--- src/rtl/knowles_prefix_pipe.sv ---
// Three-stage Knowles [1,1,...,1] prefix carry network with a bubble-collapsing
// valid/ready pipeline: S1 folds carry-in, S2 runs the lower prefix levels, S3 the rest plus sum.
module knowles_prefix_pipe #(
  parameter int WIDTH = 32
) (
  input  logic             clk,
  input  logic             rst_n,
  input  logic [WIDTH-1:0] g_in,
  input  logic [WIDTH-1:0] p_in,
  input  logic             c_in,
  input  logic             in_valid,
  output logic             in_ready,
  output logic [WIDTH-1:0] sum,
  output logic             c_out,
  output logic             ovf,
  output logic             out_valid,
  input  logic             out_ready
);

  localparam int L  = $clog2(WIDTH);
  localparam int LH = (L + 1) / 2;

  // One prefix level of span s; result packed as {P', G'}.
  function automatic logic [2*WIDTH-1:0] prefix_level(input logic [WIDTH-1:0] g,
                                                      input logic [WIDTH-1:0] p,
                                                      input int s);
    logic [WIDTH-1:0] gn;
    logic [WIDTH-1:0] pn;
    gn = g;
    pn = p;
    for (int i = s; i < WIDTH; i++) begin
      gn[i] = g[i] | (p[i] & g[i-s]);
      pn[i] = p[i] & p[i-s];
    end
    return {pn, gn};
  endfunction

  logic             v1_q, v2_q, v3_q;
  logic             ready1, ready2, ready3;
  logic [WIDTH-1:0] g1_d, g1_q, p1_q, r1_q;
  logic             c1_q;
  logic [WIDTH-1:0] g2_d, p2_d, g2_q, p2_q, r2_q;
  logic             c2_q;
  logic [2*WIDTH-1:0] gp2, gp3;
  logic [WIDTH-1:0] carry;
  logic [WIDTH-1:0] sum_d, sum_q;
  logic             cout_d, cout_q, ovf_d, ovf_q;

  assign ready3   = !v3_q || out_ready;
  assign ready2   = !v2_q || ready3;
  assign ready1   = !v1_q || ready2;
  assign in_ready = ready1;

  assign g1_d = {g_in[WIDTH-1:1], g_in[0] | (p_in[0] & c_in)};

  always_comb begin
    gp2 = {p1_q, g1_q};
    for (int k = 1; k <= LH; k++) begin
      gp2 = prefix_level(gp2[WIDTH-1:0], gp2[2*WIDTH-1:WIDTH], 1 << (k - 1));
    end
    g2_d = gp2[WIDTH-1:0];
    p2_d = gp2[2*WIDTH-1:WIDTH];
  end

  // Only the group-generate survives to the carries; the final P is dropped.
  always_comb begin
    gp3 = {p2_q, g2_q};
    for (int k = LH + 1; k <= L; k++) begin
      gp3 = prefix_level(gp3[WIDTH-1:0], gp3[2*WIDTH-1:WIDTH], 1 << (k - 1));
    end
    carry  = gp3[WIDTH-1:0];
    sum_d  = r2_q ^ {carry[WIDTH-2:0], c2_q};
    cout_d = carry[WIDTH-1];
    ovf_d  = carry[WIDTH-2] ^ carry[WIDTH-1];
  end

  always_ff @(posedge clk or negedge rst_n) begin
    if (!rst_n) begin
      v1_q   <= 1'b0;
      v2_q   <= 1'b0;
      v3_q   <= 1'b0;
      g1_q   <= '0;
      p1_q   <= '0;
      r1_q   <= '0;
      c1_q   <= 1'b0;
      g2_q   <= '0;
      p2_q   <= '0;
      r2_q   <= '0;
      c2_q   <= 1'b0;
      sum_q  <= '0;
      cout_q <= 1'b0;
      ovf_q  <= 1'b0;
    end else begin
      if (ready1) v1_q <= in_valid;
      if (ready1 && in_valid) begin
        g1_q <= g1_d;
        p1_q <= p_in;
        r1_q <= p_in;
        c1_q <= c_in;
      end
      if (ready2) v2_q <= v1_q;
      if (ready2 && v1_q) begin
        g2_q <= g2_d;
        p2_q <= p2_d;
        r2_q <= r1_q;
        c2_q <= c1_q;
      end
      if (ready3) v3_q <= v2_q;
      if (ready3 && v2_q) begin
        sum_q  <= sum_d;
        cout_q <= cout_d;
        ovf_q  <= ovf_d;
      end
    end
  end

  assign sum       = sum_q;
  assign c_out     = cout_q;
  assign ovf       = ovf_q;
  assign out_valid = v3_q;

endmodule
--- config.mk ---
export PLATFORM = sky130hd
export DESIGN_NAME = knowles_prefix_pipe
export DESIGN_NICKNAME = d
export VERILOG_FILES = /design/src/rtl/knowles_prefix_pipe.sv
export SDC_FILE = /design/constraint.sdc
export NUM_CORES = 1
export LEC_CHECK = 0
export ABC_AREA = 1
export CAP_MARGIN = 15
export CORE_MARGIN = 5
export CORE_UTILIZATION = 50
export CTS_CLUSTER_DIAMETER = 150
export DETAILED_ROUTE_END_ITERATION = 10
export PLACE_DENSITY = 0.73
export SYNTH_ARGS = -nofsm -noshare
export SYNTH_HDL_FRONTEND = slang
export SYNTH_SLANG_ARGS = --single-unit
--- constraint.sdc ---
create_clock -name clk -period 1.6 [get_ports clk]
set_input_delay 0.16 -clock clk [delete_from_list [all_inputs] [get_ports clk]]
set_output_delay 0.16 -clock clk [all_outputs]
set_load 0.02 [all_outputs]
==> results of run 1 <==
[final timing paths]
| check | from | endpoint | slack [ps] | cells after the start |
|---|---|---|---|---|
| worst max-delay path | sum[17] | sum[17] | 50 | 1 |
| worst min-delay path | rst_n | r1_q[6] | 230 | 2 |
| worst max register to register | v1_q | r1_q[2] | 210 | 6 |
| worst min register to register | sum[26] | sum[26] | 480 | 2 |
| max in group asynchronous | rst_n | sum[23] | 750 | 3 |
| min in group clk | p_in[11] | r1_q[11] | 260 | 3 |
[cell families after synthesis]
family / synth area share [%]
compound gates: 7.86
xor+xnor: 1.67
buf+inv: 8.22
flops: 53.6
simple gates: 28.7
[area by class of cell]
cell class / count / share of cell area [%]
clock inverters: 6 / 0.758
flip-flops and latches: 191 / 43.9
repair buffers: 125 / 12.2
multi-input cells: 817 / 31.3
well taps: 225 / 2.58
clock buffers: 25 / 4.45
inverters: 141 / 4.86
[power by group through the flow]
stage	sequential [W]	combinational (W)	clock (W)
after floorplan	0.00749	0.00291	0
after global routing	0.00734	0.00621	0.00441
after global placement	0.00721	0.00544	0
after CTS	0.00716	0.00555	0.00420
after detailed placement	0.00724	0.00554	0
final	0.00717	0.00549	0.00413
[Yosys cell counts, types with 7 or more instances]
library cell	instances	area (sq um)
o21ai_0	97	485
nand2_1	540	2030
o21ai_1	8	40.0
xor2_1	8	70.1
a21oi_1	32	160
inv_1	139	522
buf_2	24	120
nand3_1	39	195
clkbuf_1	7	26.3
dfrtp_1	191	4780
xnor2_1	9	78.8
nor2_1	76	285
[per-layer routing]
layer	up-vias	share of wire (%)	wire (microns)	track usage, %
met3	17	7.9	1740	4.03
met5	-	0	0	0
met4	0	1.3	278	5.85
met1	3444	48	10400	34.7
met2	275	43	9460	33.1
li1	3828	-	-	-
[sequential cells by signal (all words and copies together) (netlist names)]
name,cells
c1_q,1
c2_q,1
c_out,1
g1_q,32
g2_q,32
out_valid,1
ovf,1
p2_q,24
r1_q,32
r2_q,32
sum,32
v1_q,1
v2_q,1
[per-stage QoR]
step	hold WS, ps	util (%)	cells
2_1_floorplan	-136	-	1187
3_3_place_gp	130	59.2	1498
3_5_place_dp	130	59.2	1498
4_1_cts	244	62.5	1530
5_1_grt	251	62.6	1530
6_report	235	62.6	1530
[what timing repair did]
action | CTS | global route
hold buffers | 1 | 0
hold endpoints to repair | 41 | 0
gates resized for setup | 4 | 6
setup endpoints to repair | 3 | 6
==> impl_metrics.py, run 1 <==
metrics = {
    "setup_path": {
        "critical-path-slowest-cell": "clkdlybuf4s50_1",
        "path_buf_inv": 1,
        "cp_top_family": "buffers and inverters",
        "cp_max_fo": 2,
        "crit_type": "flop to primary output",
        "cp_cell_sequence": "clkdlybuf4s50_1",
        "cp.required_ps": 1440,
        "cp_data_arrival_time_ps": 1390,
        "end_kind": "primary output",
        "critPathLaunchType": "flop",
        "slowest_delay_ps": 610,
    },
    "logic_synthesis": {
        "synth-seq-cells": 191,
        "syn_area_sq_mm": 0.00892,
        "synth_edf_count": 0,
        "syn_nets": 1256,
        "synthCells": 1187,
        "avgSynthCellArea_sq_um": 7.51,
        "synth_warnings": 0,
        "seq_area_frac_synth_pct": 53.6,
        "yosys.cell_types.count": 21,
        "async_flop_share_pct": 100,
        "synth_ff_type": "dfrtp_1",
    },
    "clock_network": {
        "cts_setup_buffers": 0,
        "numClockSinks": 191,
        "cts_root_buf": "clkbuf_16",
        "clock_path_buffers": 2,
        "tritoncts": "done",
        "h-tree-depth": 4,
        "cts_buffers": 17,
        "insertion_delay_ps": 430,
        "path_clk_slew_ps": 60,
    },
    "pwr": {
        "p_int_w": 0.0108,
        "power_frac_seq_pct": 42.7,
        "peakVddDrop_v": 0.000827,
        "switching_share_pct": 35.5,
        "p_switching_w": 0.00595,
        "p_clk_share_pct": 24.6,
        "power_w": 0.0168,
        "leakage_nw": 5.65,
        "p_per_area_mw_per_mm2": 1540,
        "combPwrFrac_pct": 32.7,
    },
    "routing": {
        "drt-wirelength-per-cell_microns": 14.3,
        "drc": 0,
        "drt_iter0_markers": 635,
        "ant_nets": 0,
        "routed_wl_microns": 21900,
        "drtPass1Iterations": 6,
        "vias": 7564,
        "viasPerCell": 4.94,
    },
    "die": {
        "die_y_microns": 144,
        "die_x_microns": 144,
        "io_pins": 105,
        "start_util_pct": 51.2,
        "core_area_sq_mm": 0.0174,
        "rows": 48,
        "dieArea_sq_mm": 0.0206,
    },
    "finish": {
        "areaGrowthSynthToFinish_pct": 22.2,
        "layout-drive-gt1-share_pct": 4.06,
        "multiInputGateArea_sq_mm": 0.00341,
        "final_common_cell": "nand2_1",
        "seqCellArea_sq_mm": 0.00478,
        "stdcell_area_sq_mm": 0.0109,
        "diodes": 0,
        "final_cell_mix": "539 x nand2_1, 191 x dfrtp_1, 139 x inv_1",
        "nFillCells": 1581,
        "nets": 1362,
    },
    "placement": {
        "pre_cts_ws_ps": -37.9,
        "portBuffers": 104,
        "place_area_sq_mm": 0.0103,
        "dpl.hpwl_microns": 16400,
        "gp_congestion": 0.885,
    },
    "grt": {
        "grt_max_degree": 47,
        "track_usage_pct": 22.5,
        "grt_pass1_wl_microns": 36700,
        "grt-ovfl-total": 0,
        "grt_pass1_vias": 7244,
        "antenna_found_initial": 0,
    },
    "timing": {
        "hold_viol_final": 0,
        "setup_violations": 0,
        "finalClockSkew_ps": 8.17,
        "drv_slew": 0,
        "fmax_mhz": 644,
        "setup_slack_ps": 46.1,
        "relSlewSlack_pct": 62.0,
        "period_share_pct": 97.1,
        "fin_crit_ps": 1550,
        "rsz0062_at_grt": "false",
        "tns_ps": 0,
        "tightest_slew_ps": 569,
    },
    "run": {
        "maxCapViolCount": 0,
    },
    "worst_hold_path": {
        "hold_class": "input port to asynchronous set/reset pin",
    },
    "status": {
        "status": "finished, final reports clean",
    },
}
No activity file was read; power rests on OpenSTA's default activity.
==> run 2, diff against run 1 <==
- DONT_BUFFER_PORTS: default -> 1
- PLACE_DENSITY: 0.73 -> default
- SETUP_SLACK_MARGIN: default -> 0.15
==> impl_metrics.py, run 2 (synthesis gave the netlist of run 1 again) <==
metrics = {
    "routing": {
        "ant_nets": 0,
        "vias": 7443,
        "viasPerCell": 5.01,
        "drt_iter0_markers": 593,
        "drc": 0,
        "drt-wirelength-per-cell_microns": 15.6,
        "routed_wl_microns": 23100,
        "drtPass1Iterations": 5,
    },
    "timing": {
        "rsz0062_at_grt": "true",
        "holdWs_ps": -578,
        "relSlewSlack_pct": 76.2,
        "finalClockSkew_ps": 9.02,
        "fin_crit_ps": 1400,
        "tightest_slew_ps": 354,
        "drv_slew": 0,
        "fmax_mhz": 716,
        "setup_violations": 0,
        "tns_ps": 0,
        "period_share_pct": 87.3,
        "hold_viol_final": 191,
    },
    "placement": {
        "dpl.hpwl_microns": 16000,
        "gp_congestion": 0.845,
        "dp_cells": 1385,
        "portBuffers": 0,
        "place_area_sq_mm": 0.00914,
    },
    "clock_network": {
        "insertion_delay_ps": 430,
        "clock_path_buffers": 2,
        "cts_hold_buf": 67,
        "path_clk_slew_ps": 70,
        "h-tree-depth": 4,
        "tritoncts": "done",
        "cts_buffers": 17,
        "cts_root_buf": "clkbuf_16",
        "numClockSinks": 191,
    },
    "pwr": {
        "p_per_area_mw_per_mm2": 1580,
        "leakage_nw": 5.45,
        "peakVddDrop_v": 0.000965,
    },
    "worst_hold_path": {
        "hold_class": "input port to asynchronous set/reset pin",
    },
    "grt": {
        "track_usage_pct": 23.7,
        "use_met2_pct": 32.3,
        "grt-ovfl-total": 0,
        "antenna_found_initial": 0,
        "use_met1_pct": 39.3,
        "grt_max_degree": 192,
        "use_met3_pct": 3.66,
        "grt_pass1_vias": 7171,
        "grt_pass1_wl_microns": 38200,
        "busiest_layer": "met1",
    },
    "finish": {
        "stdcell_area_sq_mm": 0.0105,
        "fin_cells": 1485,
        "areaGrowthSynthToFinish_pct": 18.0,
        "final_cell_mix": "539 x nand2_1, 190 x dfrtp_1, 138 x inv_1",
        "layout-drive-gt1-share_pct": 4.05,
        "utilization_pct": 60.4,
        "nFillCells": 1632,
        "final_common_cell": "nand2_1",
        "nets": 1316,
        "diodes": 0,
    },
    "die": {
        "io_pins": 105,
        "die_x_microns": 144,
        "core_area_sq_mm": 0.0174,
        "rows": 48,
        "dieArea_sq_mm": 0.0206,
        "start_util_pct": 51.2,
        "die_y_microns": 144,
    },
    "setup_path": {
        "cp_max_fo": 3,
        "cp_top_family": "flip-flops",
        "critPathLaunchType": "flop",
        "slowest_delay_ps": 450,
        "crit_type": "flop to primary output",
        "reg2reg_setup_slack_ps": 260,
        "cp_data_arrival_time_ps": 1240,
        "critical-path-slowest-cell": "dfrtp_1",
        "crit_cells": 2,
        "rr_endpoint": "g1_q[10]",
        "cp-startpoint": "v1_q",
        "endpoint": "in_ready",
        "end_kind": "primary output",
        "rr_startpoint": "v1_q",
        "path_buf_inv": 1,
        "ff2ff_path_depth": 6,
        "cp.required_ps": 1440,
        "cp_cell_sequence": "nand4_4 -> buf_4",
    },
    "status": {
        "status": "complete, but fails checks",
        "violations": "negative hold slack",
    },
    "run": {
        "maxCapViolCount": 0,
    },
}
run 2: per-stage QoR:
step | hold slack (ps) | total power, W | setup slack (ps)
2_1_floorplan | -136 | 0.0104 | 167
3_3_place_gp | -129 | 0.0116 | 275
3_5_place_dp | -128 | 0.0117 | 205
4_1_cts | -592 | 0.0166 | 167
5_1_grt | -599 | 0.0177 | 121
6_report | -578 | 0.0166 | 204
run 2: layer usage:
metal	part of all wire (%)	routed length (microns)	up-vias
li1	-	-	3734
met1	53	12200	3460
met2	40	9340	230
met3	6.0	1380	19
met4	1.0	236	0
met5	0	0	-
run 2: report_power, final:
| part | switching [W] | internal (W) |
|---|---|---|
| logic | 0.00252 | 0.00151 |
| registers | 0.00164 | 0.00616 |
| clock network | 0.00188 | 0.00288 |
| total | 0.00604 | 0.0106 |
run 2: cell type report:
class	instances	area, sq um	share of cell area (%)
sequential	191	4780	45.4
multi-input combinational	817	3420	32.5
timing repair buffer	79	846	8.04
inverter	141	533	5.06
clock buffer	20	457	4.34
tap	225	282	2.68
clock inverter	12	204	1.94
run 2: how the worst min path moves through the flow:
stage	start	to	cells past startpoint
after floorplan	rst_n	c1_q	0
after global placement	rst_n	sum[2]	0
after detailed placement	rst_n	sum[0]	0
after CTS	rst_n	sum[0]	0
after global routing	rst_n	sum[2]	0
final	rst_n	sum[0]	0
run 2: repair_timing:
item	in CTS	in global routing
endpoints found under the hold margin	258	191
setup endpoints to repair	0	86
setup buffers	0	1
gates resized for setup	0	7
==> run 3, diff against run 2 <==
- PLACE_DENSITY: default -> 0.69
==> impl_metrics.py, run 3 (synthesis gave the netlist of run 1 again) <==
metrics = {
    "timing": {
        "tightest_slew_ps": 349,
        "relSlewSlack_pct": 76.7,
        "finalClockSkew_ps": 8.86,
        "drv_slew": 0,
        "hold_viol_final": 191,
        "fmax_mhz": 711,
        "holdWs_ps": -579,
        "rsz0062_at_grt": "true",
        "setup_slack_ps": 194,
        "period_share_pct": 87.9,
        "fin_crit_ps": 1410,
        "setup_violations": 0,
        "tns_ps": 0,
    },
    "pwr": {
        "p_per_area_mw_per_mm2": 1510,
        "power_w": 0.0156,
        "peakVddDrop_v": 0.000858,
        "leakage_nw": 5.38,
    },
    "grt": {
        "grt-ovfl-total": 0,
        "grt_max_degree": 192,
        "grt_pass1_vias": 7268,
        "grt_pass1_wl_microns": 37400,
        "antenna_found_initial": 0,
        "track_usage_pct": 23.3,
    },
    "clock_network": {
        "h-tree-depth": 4,
        "cts_hold_buf": 66,
        "clock_path_buffers": 2,
        "cts_buffers": 17,
        "path_clk_slew_ps": 70,
        "numClockSinks": 191,
        "cts_root_buf": "clkbuf_16",
        "tritoncts": "done",
        "insertion_delay_ps": 440,
    },
    "finish": {
        "diodes": 0,
        "seqCellArea_sq_mm": 0.00478,
        "nFillCells": 1608,
        "fin_cells": 1484,
        "nets": 1317,
        "multiInputGateArea_sq_mm": 0.00341,
        "layout-drive-gt1-share_pct": 3.97,
        "areaGrowthSynthToFinish_pct": 16.3,
        "final_common_cell": "nand2_1",
        "final_cell_mix": "539 x nand2_1, 189 x dfrtp_1, 138 x inv_1",
    },
    "run": {
        "maxCapViolCount": 0,
    },
    "placement": {
        "gp_congestion": 0.884,
        "pre_cts_ws_ps": 245,
        "dp_cells": 1387,
        "portBuffers": 0,
        "dpl.hpwl_microns": 15700,
    },
    "setup_path": {
        "end_kind": "primary output",
        "cp.required_ps": 1440,
        "cp_data_arrival_time_ps": 1250,
        "crit_type": "flop to primary output",
        "cp_max_fo": 4,
        "critPathLaunchType": "flop",
    },
    "routing": {
        "drt_iter0_markers": 627,
        "wl_met2_microns": 9670,
        "routed_wl_microns": 22800,
        "vias": 7453,
        "drc": 0,
        "ant_nets": 0,
        "top_layer": "met4",
        "route.met3.wl_microns": 1710,
        "viasPerCell": 5.02,
        "drt-wirelength-per-cell_microns": 15.4,
        "drtPass1Iterations": 5,
        "m1WireLength_microns": 11200,
    },
    "status": {
        "status": "complete, but fails checks",
        "violations": "negative hold slack",
    },
    "die": {
        "start_util_pct": 51.2,
        "rows": 48,
        "die_y_microns": 144,
        "io_pins": 105,
        "die_x_microns": 144,
        "core_area_sq_mm": 0.0174,
        "dieArea_sq_mm": 0.0206,
    },
    "worst_hold_path": {
        "hold_class": "input port to asynchronous set/reset pin",
    },
}
run 3: critical path: stages, from the launching register on:
cell	delay, ps
dfrtp_1	410
nand4_2	190
buf_4	220
run 3: cell type report:
class	count	share of cell area [%]
clock buffers	21	4.44
clock inverters	9	0.627
inverters	141	5.10
multi-input cells	817	32.9
flip-flops and latches	191	46.1
well taps	225	2.71
repair buffers	80	8.18
run 3: routing by layer:
metal  up-vias  global-route usage [%]
met5         -                       0
met4         0                    5.30
met3        12                    5.39
met2       261                    33.6
met1      3441                    35.9
li1       3739                       -
run 3: path summary, 6_finish.rpt:
kind	cells past startpoint	slack [ps]	startpoint	endpoint
max in group asynchronous	0	1920	rst_n	g2_q[29]
max reg2reg	6	220	out_valid	g2_q[7]
max	2	190	out_valid	in_ready
min	0	-580	rst_n	r1_q[0]
min reg2reg	2	480	p2_q[11]	p2_q[11]
min in group clk	3	100	in_valid	v1_q
run 3: timing repair:
action,CTS,global route
endpoints found under the setup margin,0,27
gates resized for setup,0,5
buffers inserted,0,1
hold endpoints to repair,257,191
run 3: through the flow:
stage	utilization, %	cell area, sq um
floorplan	-	8920
global placement	52.7	9170
detailed placement	52.7	9170
CTS	59.5	10400
global route	59.6	10400
finish	59.6	10400
run 3: where the power goes:
group	switching [W]	internal, W	total [W]
logic	0.00250	0.00150	0.00400
registers	0.00161	0.00617	0.00777
clock network	0.00181	0.00205	0.00386
